<file path="src/rtl/canny_pkg.sv">
// canny_pkg: shared types for the Canny edge pipeline stages.
// Latency: none (types, constants and a pure helper function only).
// Backpressure: not applicable; this package has no ports.
package canny_pkg;

  // Default unsigned gradient-magnitude width used across the pipeline.
  localparam int MAG_W = 11;

  // Quantised gradient direction as produced by the Sobel/angle stage.
  typedef enum logic [1:0] {
    ANG_0   = 2'd0,
    ANG_45  = 2'd1,
    ANG_90  = 2'd2,
    ANG_135 = 2'd3
  } angle_t;

  // One pixel as carried through line buffers and the 3x3 window.
  typedef struct packed {
    logic [MAG_W-1:0] mag;
    angle_t           angle;
  } pix_t;

  // Non-maximum test: the centre survives when it is not smaller than
  // either neighbour along its gradient direction (ties survive).
  function automatic logic nms_keep(
    input logic [MAG_W-1:0] centre,
    input logic [MAG_W-1:0] nb_a,
    input logic [MAG_W-1:0] nb_b
  );
    return (centre >= nb_a) && (centre >= nb_b);
  endfunction

endpackage

</file>
<file path="src/rtl/nms_line_buffer.sv">
// nms_line_buffer: one image row of {mag, angle}, read and written at the same index.
// Latency: combinational read of the old entry; the write lands on the rising edge.
// Backpressure: none; the owner only asserts i_we on an accepted input pixel.
// Ports: clk, i_we (write enable), i_idx (column), i_wdat (new entry), o_rdat (old entry).
module nms_line_buffer
  import canny_pkg::*;
#(
  parameter int DEPTH = 64,
  parameter int IDX_W = (DEPTH > 1) ? $clog2(DEPTH) : 1
) (
  input  logic             clk,
  input  logic             i_we,
  input  logic [IDX_W-1:0] i_idx,
  input  pix_t             i_wdat,
  output pix_t             o_rdat
);

  // Contents are never reset: every entry is rewritten during rows 0 and 1
  // of a frame, before any output depends on it.
  pix_t r_mem [DEPTH];

  always_ff @(posedge clk) begin
    if (i_we) begin
      r_mem[i_idx] <= i_wdat;
    end
  end

  // Read-before-write at the same index gives the pixel one row above.
  assign o_rdat = r_mem[i_idx];

endmodule

</file>
<file path="src/rtl/nms_stream.sv">
// nms_stream: streaming 3x3 non-maximum suppression over raster-order gradient pixels.
// Latency: one cycle from the input transfer that completes a window to out_valid.
// Backpressure: single output register; in_ready = !out_valid || out_ready, no skid.
// Ports: clk, rst_n (async, active-low); in_valid/in_ready/in_mag/in_angle input stream;
//        out_valid/out_ready/out_mag/out_eof output stream (eof marks the last centre).
// MAG_W must match canny_pkg::MAG_W, since window and line-buffer storage use pix_t.
module nms_stream
  import canny_pkg::*;
#(
  parameter int IMG_W = 64,
  parameter int IMG_H = 48,
  parameter int MAG_W = canny_pkg::MAG_W
) (
  input  logic             clk,
  input  logic             rst_n,
  input  logic             in_valid,
  output logic             in_ready,
  input  logic [MAG_W-1:0] in_mag,
  input  logic [1:0]       in_angle,
  output logic             out_valid,
  input  logic             out_ready,
  output logic [MAG_W-1:0] out_mag,
  output logic             out_eof
);

  localparam int COL_W = $clog2(IMG_W);
  localparam int ROW_W = $clog2(IMG_H);
  localparam logic [COL_W-1:0] COL_LAST = COL_W'(IMG_W - 1);
  localparam logic [ROW_W-1:0] ROW_LAST = ROW_W'(IMG_H - 1);
  localparam logic [COL_W-1:0] COL_TWO  = COL_W'(2);
  localparam logic [ROW_W-1:0] ROW_TWO  = ROW_W'(2);

  logic [COL_W-1:0] r_col;
  logic [ROW_W-1:0] r_row;

  // Window indexed [line][column]: line 0 is the oldest row, column 2 the newest.
  pix_t r_win [3][3];

  logic             r_out_vld;
  logic [MAG_W-1:0] r_out_mag;
  logic             r_out_eof;

  logic             w_xfer;
  logic             w_trig;
  logic             w_last_pix;
  pix_t             w_in_pix;
  pix_t             w_lb0_rd;
  pix_t             w_lb1_rd;
  pix_t             w_win_nxt [3][3];
  pix_t             w_ctr;
  logic [MAG_W-1:0] w_nb_a;
  logic [MAG_W-1:0] w_nb_b;
  logic             w_keep;

  assign in_ready  = !r_out_vld || out_ready;
  assign w_xfer    = in_valid && in_ready;

  // A window is complete once two full columns and two full rows precede it,
  // so border centres are never produced.
  assign w_trig     = w_xfer && (r_row >= ROW_TWO) && (r_col >= COL_TWO);
  assign w_last_pix = (r_row == ROW_LAST) && (r_col == COL_LAST);

  always_comb begin
    w_in_pix       = '0;
    w_in_pix.mag   = in_mag;
    w_in_pix.angle = angle_t'(in_angle);
  end

  // lb0 holds the previous row, lb1 the row before that; lb1 is refilled
  // from whatever lb0 is about to drop.
  nms_line_buffer #(
    .DEPTH (IMG_W),
    .IDX_W (COL_W)
  ) u_lb0 (
    .clk    (clk),
    .i_we   (w_xfer),
    .i_idx  (r_col),
    .i_wdat (w_in_pix),
    .o_rdat (w_lb0_rd)
  );

  nms_line_buffer #(
    .DEPTH (IMG_W),
    .IDX_W (COL_W)
  ) u_lb1 (
    .clk    (clk),
    .i_we   (w_xfer),
    .i_idx  (r_col),
    .i_wdat (w_lb0_rd),
    .o_rdat (w_lb1_rd)
  );

  // Window as it will look after this transfer; suppression is evaluated on
  // it directly so the result can be registered in the same cycle.
  for (genvar gi = 0; gi < 3; gi++) begin : g_shift
    assign w_win_nxt[gi][0] = r_win[gi][1];
    assign w_win_nxt[gi][1] = r_win[gi][2];
  end
  assign w_win_nxt[0][2] = w_lb1_rd;
  assign w_win_nxt[1][2] = w_lb0_rd;
  assign w_win_nxt[2][2] = w_in_pix;

  assign w_ctr = w_win_nxt[1][1];

  // Neighbour pair along the centre's gradient direction.
  always_comb begin
    w_nb_a = w_win_nxt[1][0].mag;
    w_nb_b = w_win_nxt[1][2].mag;
    case (w_ctr.angle)
      ANG_45: begin
        w_nb_a = w_win_nxt[0][2].mag;
        w_nb_b = w_win_nxt[2][0].mag;
      end
      ANG_90: begin
        w_nb_a = w_win_nxt[0][1].mag;
        w_nb_b = w_win_nxt[2][1].mag;
      end
      ANG_135: begin
        w_nb_a = w_win_nxt[0][0].mag;
        w_nb_b = w_win_nxt[2][2].mag;
      end
      default: begin
        w_nb_a = w_win_nxt[1][0].mag;
        w_nb_b = w_win_nxt[1][2].mag;
      end
    endcase
  end

  assign w_keep = nms_keep(w_ctr.mag, w_nb_a, w_nb_b);

  // Raster position of the next pixel to be accepted.
  always_ff @(posedge clk or negedge rst_n) begin
    if (!rst_n) begin
      r_col <= '0;
      r_row <= '0;
    end else if (w_xfer) begin
      if (r_col == COL_LAST) begin
        r_col <= '0;
        r_row <= (r_row == ROW_LAST) ? '0 : r_row + ROW_W'(1);
      end else begin
        r_col <= r_col + COL_W'(1);
      end
    end
  end

  // The window keeps shifting across row boundaries; stale columns from the
  // previous row are flushed before any centre that uses them is emitted.
  always_ff @(posedge clk or negedge rst_n) begin
    if (!rst_n) begin
      r_win <= '{default: '0};
    end else if (w_xfer) begin
      r_win <= w_win_nxt;
    end
  end

  // A trigger can only occur when in_ready is high, so a stalled output is
  // never overwritten and holds stable.
  always_ff @(posedge clk or negedge rst_n) begin
    if (!rst_n) begin
      r_out_vld <= 1'b0;
      r_out_mag <= '0;
      r_out_eof <= 1'b0;
    end else if (w_trig) begin
      r_out_vld <= 1'b1;
      r_out_mag <= w_keep ? w_ctr.mag : '0;
      r_out_eof <= w_last_pix;
    end else if (out_ready) begin
      r_out_vld <= 1'b0;
    end
  end

  assign out_valid = r_out_vld;
  assign out_mag   = r_out_mag;
  assign out_eof   = r_out_eof;

endmodule

</file>
<file path="config.mk">
export PLATFORM = sky130hd
export DESIGN_NAME = nms_stream
export DESIGN_NICKNAME = d
export VERILOG_FILES = /design/src/rtl/canny_pkg.sv /design/src/rtl/nms_line_buffer.sv /design/src/rtl/nms_stream.sv
export SDC_FILE = /design/constraint.sdc
export NUM_CORES = 2
export LEC_CHECK = 0
export CAP_MARGIN = 10
export CORE_UTILIZATION = 68
export CTS_CLUSTER_SIZE = 24
export DETAILED_ROUTE_END_ITERATION = 7
export DONT_BUFFER_PORTS = 1
export PLACE_DENSITY_LB_ADDON = 0.3
export SKIP_CTS_REPAIR_TIMING = 1
export SLEW_MARGIN = 20
export SYNTH_ARGS = -nofsm -noshare
export SYNTH_HDL_FRONTEND = slang
export SYNTH_SLANG_ARGS = --single-unit
</file>
<file path="constraint.sdc">
create_clock -name clk -period 9.75 [get_ports clk]
set_input_delay 0.975 -clock clk [delete_from_list [all_inputs] [get_ports clk]]
set_output_delay 0.975 -clock clk [all_outputs]
set_load 0.03 [all_outputs]
</file>
==> results by group <==
Status
  • Failing checks: design-rule violations
  • Status: finished with violations

Floorplan
  • Row Count: 111
  • Initial cell density of the core: 0.692
  • DIE AREA: 0.0950 mm²
  • Die Ht: 308 µm
  • Die width: 308 µm
  • Core footprint: 0.0922 mm²
  • IO Count: 31

STA
  • Unrepaired setup endpoints after global routing: no
  • Min cycle time layout: roughly 6.5 ns
  • # setup viols final: 0
  • TNS Setup: 0 ns
  • Final Skew: 0.0432 ns
  • Slew Viols, Final: 0
  • Max_slew headroom: 0.121
  • Final hold slack: 0.0784 ns
  • Worst slew pin tran: around 1.3 ns
  • Final hold vios: 0
  • Period utilization: 0.670
  • Fmax: 153 MHz

Synthesis
  • Yosys Warn Count: 0
  • Area leader, netlist: edfxtp_1
  • Mapped Nets: 3644
  • Mapped Area: between 0.06 and 0.07 mm²
  • XOR/XNOR Fraction of Synth Area: 0.000687
  • Multiplexer share of the synthesized area: 0.0923
  • Most frequent cell after synthesis: edfxtp_1
  • Synth Area in Compound Gates: 0.0847
  • Post-synth ARST share: 0.0571
  • Synth Flop Type: edfxtp_1
  • Number of synthesized flops with an enable pin: ~1500
  • Seq cells post-synth: 1629
  • Mean post-synth cell area: 17.7 µm²
  • Synth area leaders: edfxtp_1 (72%), mux4_2 (3.9%), mux2i_1 (3.8%)
  • Commonest cells in the synthesized netlist: edfxtp_1 (1536), mux2i_1 (240), nand2_1 (234)
  • Share of the synthesized area in the top cell type: 0.723
  • Seq/Total Area, Yosys: 0.760
  • Combinational family with the most area after synthesis: multiplexers
  • Yosys cell types: 80
  • Synth Area in Simple Gates: 0.0357
  • Cells after synthesis: 3601
  • Adder-Cell Fraction of Synth Area: 0.00510

Worst setup path
  • Worst reg-to-reg path cell count: 15
  • RR Startpoint: r_col[1]
  • Kind of critical path: flop to flop
  • Crit path max fanout: 66
  • CP Capture Type: flop
  • Reg-to-reg critical path endpoint: out_mag[4]
  • R2R Setup Slk: approximately 3.2 ns
  • Critical path required time: 10.38 ns
  • CP arrival: about 7.2 ns
  • Startpoint types: flop

Finish
  • Multi-input gate area: 0.0142 mm²
  • FF+latch area: 0.0485 mm²
  • Final Core Density: 0.762
  • Fill count: 4920
  • Share of post-route cells with drive strength above 1: 0.177
  • Nets: approximately 3700
  • Area grow syn2layout: 10.1%

Clock network
  • CTS tree: built
  • CTS Buffer Depth: 3
  • H-tree depth: 4
  • Clock slew at reported path FFs: 0.07 ns
  • Clk root buf: clkbuf_16
  • Num CTS Buffers: 157
  • CTS Sinks: 1629
  • Clk_lat worst skew: 0.79 ns

Min path
  • HP Class: primary input to asynchronous set/reset pin

Global route
  • GR Overflow Total: 0
  • First-pass GRT wire length: 275000 µm
  • Largest net degree at the start of global routing: between 100 and 150
  • All-Layer GR Usage: 0.420
  • Grt met1 use: 0.536
  • Top Usage Layer GRT: met2
  • Global routing usage on met3: 0.176
  • Vias in the first global route: between 30000 and 40000
  • M2 GR Usage: 0.604
  • Antenna violations before repair: 11

Detailed routing
  • DR iter-0 viols: about 8600
  • Remaining antenna violation count after routing: 0
  • Residual DRC count: 35
  • Vias: 39100
  • Pre-Repair DR Iteration Count: 8
  • Avg Vias per Cell: 7.77
  • Routed WL: 197000 µm
  • Detailed-route wire length per cell: 39.1 µm

Pwr
  • PnR Total Power: roughly 24000 µW
  • Switching pwr: between 9000 and 10000 µW
  • Sequential share of power: 0.403
  • Int Pwr: 15000 µW
  • Power Density: between 300 and 400 mW/mm²
  • Switching Share: 0.385
  • Clk pwr share: 0.236
  • Peak supply drop: ~0.32 mV
  • LEAKAGE: 0.0233 µW
  • Combinational group share of total power: 0.361

Flow run
  • Max capacitance violation total: 0

Placed design
  • RePlAce Congestion: 1.03
  • Buffers on Ports: 0
  • Post-DP HPWL: 111000 µm
[kinds of logic (layout without fill, tap and decap cells)]
group           after synthesis  in the layout
buf+inv                     247            431
fa+ha+maj                    26             26
simple gates                520            520
other cells                   0              5
flops                      1629           1629
compound gates              735            735
mux                         439            439
xor+xnor                      5              5
[state kept, by name, summed over array words and instances, names as in the netlist]
signal	flops
u_lb0.r_mem	832
u_lb1.r_mem	704
r_win	68
out_mag	11
r_col	6
r_row	6
out_eof	1
out_valid	1
[cell usage in the layout (no fill, tap or decap), drive strengths merged, types with 97 or more instances in the layout]
cell,count
o21ai,113
nor2,159
a22oi,102
mux4,110
clkbuf,203
edfxtp,1536
a221oi,124
nand2,236
buf,142
a21oi,97
mux2i,240
[cell type report]
type                    count  area share
flip-flops and latches   1629       0.690
multi-input cells        1725       0.203
clock buffers             203      0.0600
well taps                1243      0.0221
repair buffers            142      0.0161
clock inverters            75     0.00795
inverters                  11    0.000624
diodes                      5    0.000178
[power groups by stage]
stage	sequential [µW]	combinational, µW	clock [µW]
5_1_grt	9820	8750	6000
4_1_cts	9780	8220	5730
3_3_place_gp	9890	7920	0
2_1_floorplan	9740	4810	0
3_5_place_dp	9920	8160	0
6_report	9810	8790	5760
[worst max-delay path, cell delays in order, from the launching register on]
cell	delay, ns
dfrtp_4	0.96
buf_4	0.80
buf_4	0.46
mux4_2	0.56
a22oi_1	0.71
nand4_1	0.18
or3_4	0.71
o221ai_1	0.34
ha_1	0.28
a21o_1	0.16
a21oi_1	0.15
o21ai_0	0.13
a41oi_1	0.27
nor4_1	0.10
buf_4	0.18
a22o_1	0.20
[layer usage]
layer | share of wire | wire length, µm
met3 | 0.17 | 34400
met2 | 0.43 | 85300
met1 | 0.31 | 61700
met5 | 0.0011 | 216
met4 | 0.076 | 15000
[through the flow]
stage	cell area (µm²)	setup slack, ns	instances
2_1_floorplan	63800	4.41	3601
3_3_place_gp	65400	3.55	4748
3_5_place_dp	65400	3.56	4749
4_1_cts	70200	3.51	5027
5_1_grt	70200	3.05	5028
6_report	70200	3.22	5033
[worst max-delay path by stage]
stage	from	end	depth (start not counted)
after floorplan	r_col[1]	out_mag[0]	17
after global placement	r_col[2]	out_mag[8]	16
after detailed placement	r_col[2]	out_mag[9]	16
after CTS	r_col[2]	out_mag[4]	16
after global routing	r_col[2]	out_mag[10]	16
final	r_col[1]	out_mag[4]	15
No activity file was read; power rests on OpenSTA's default activity.
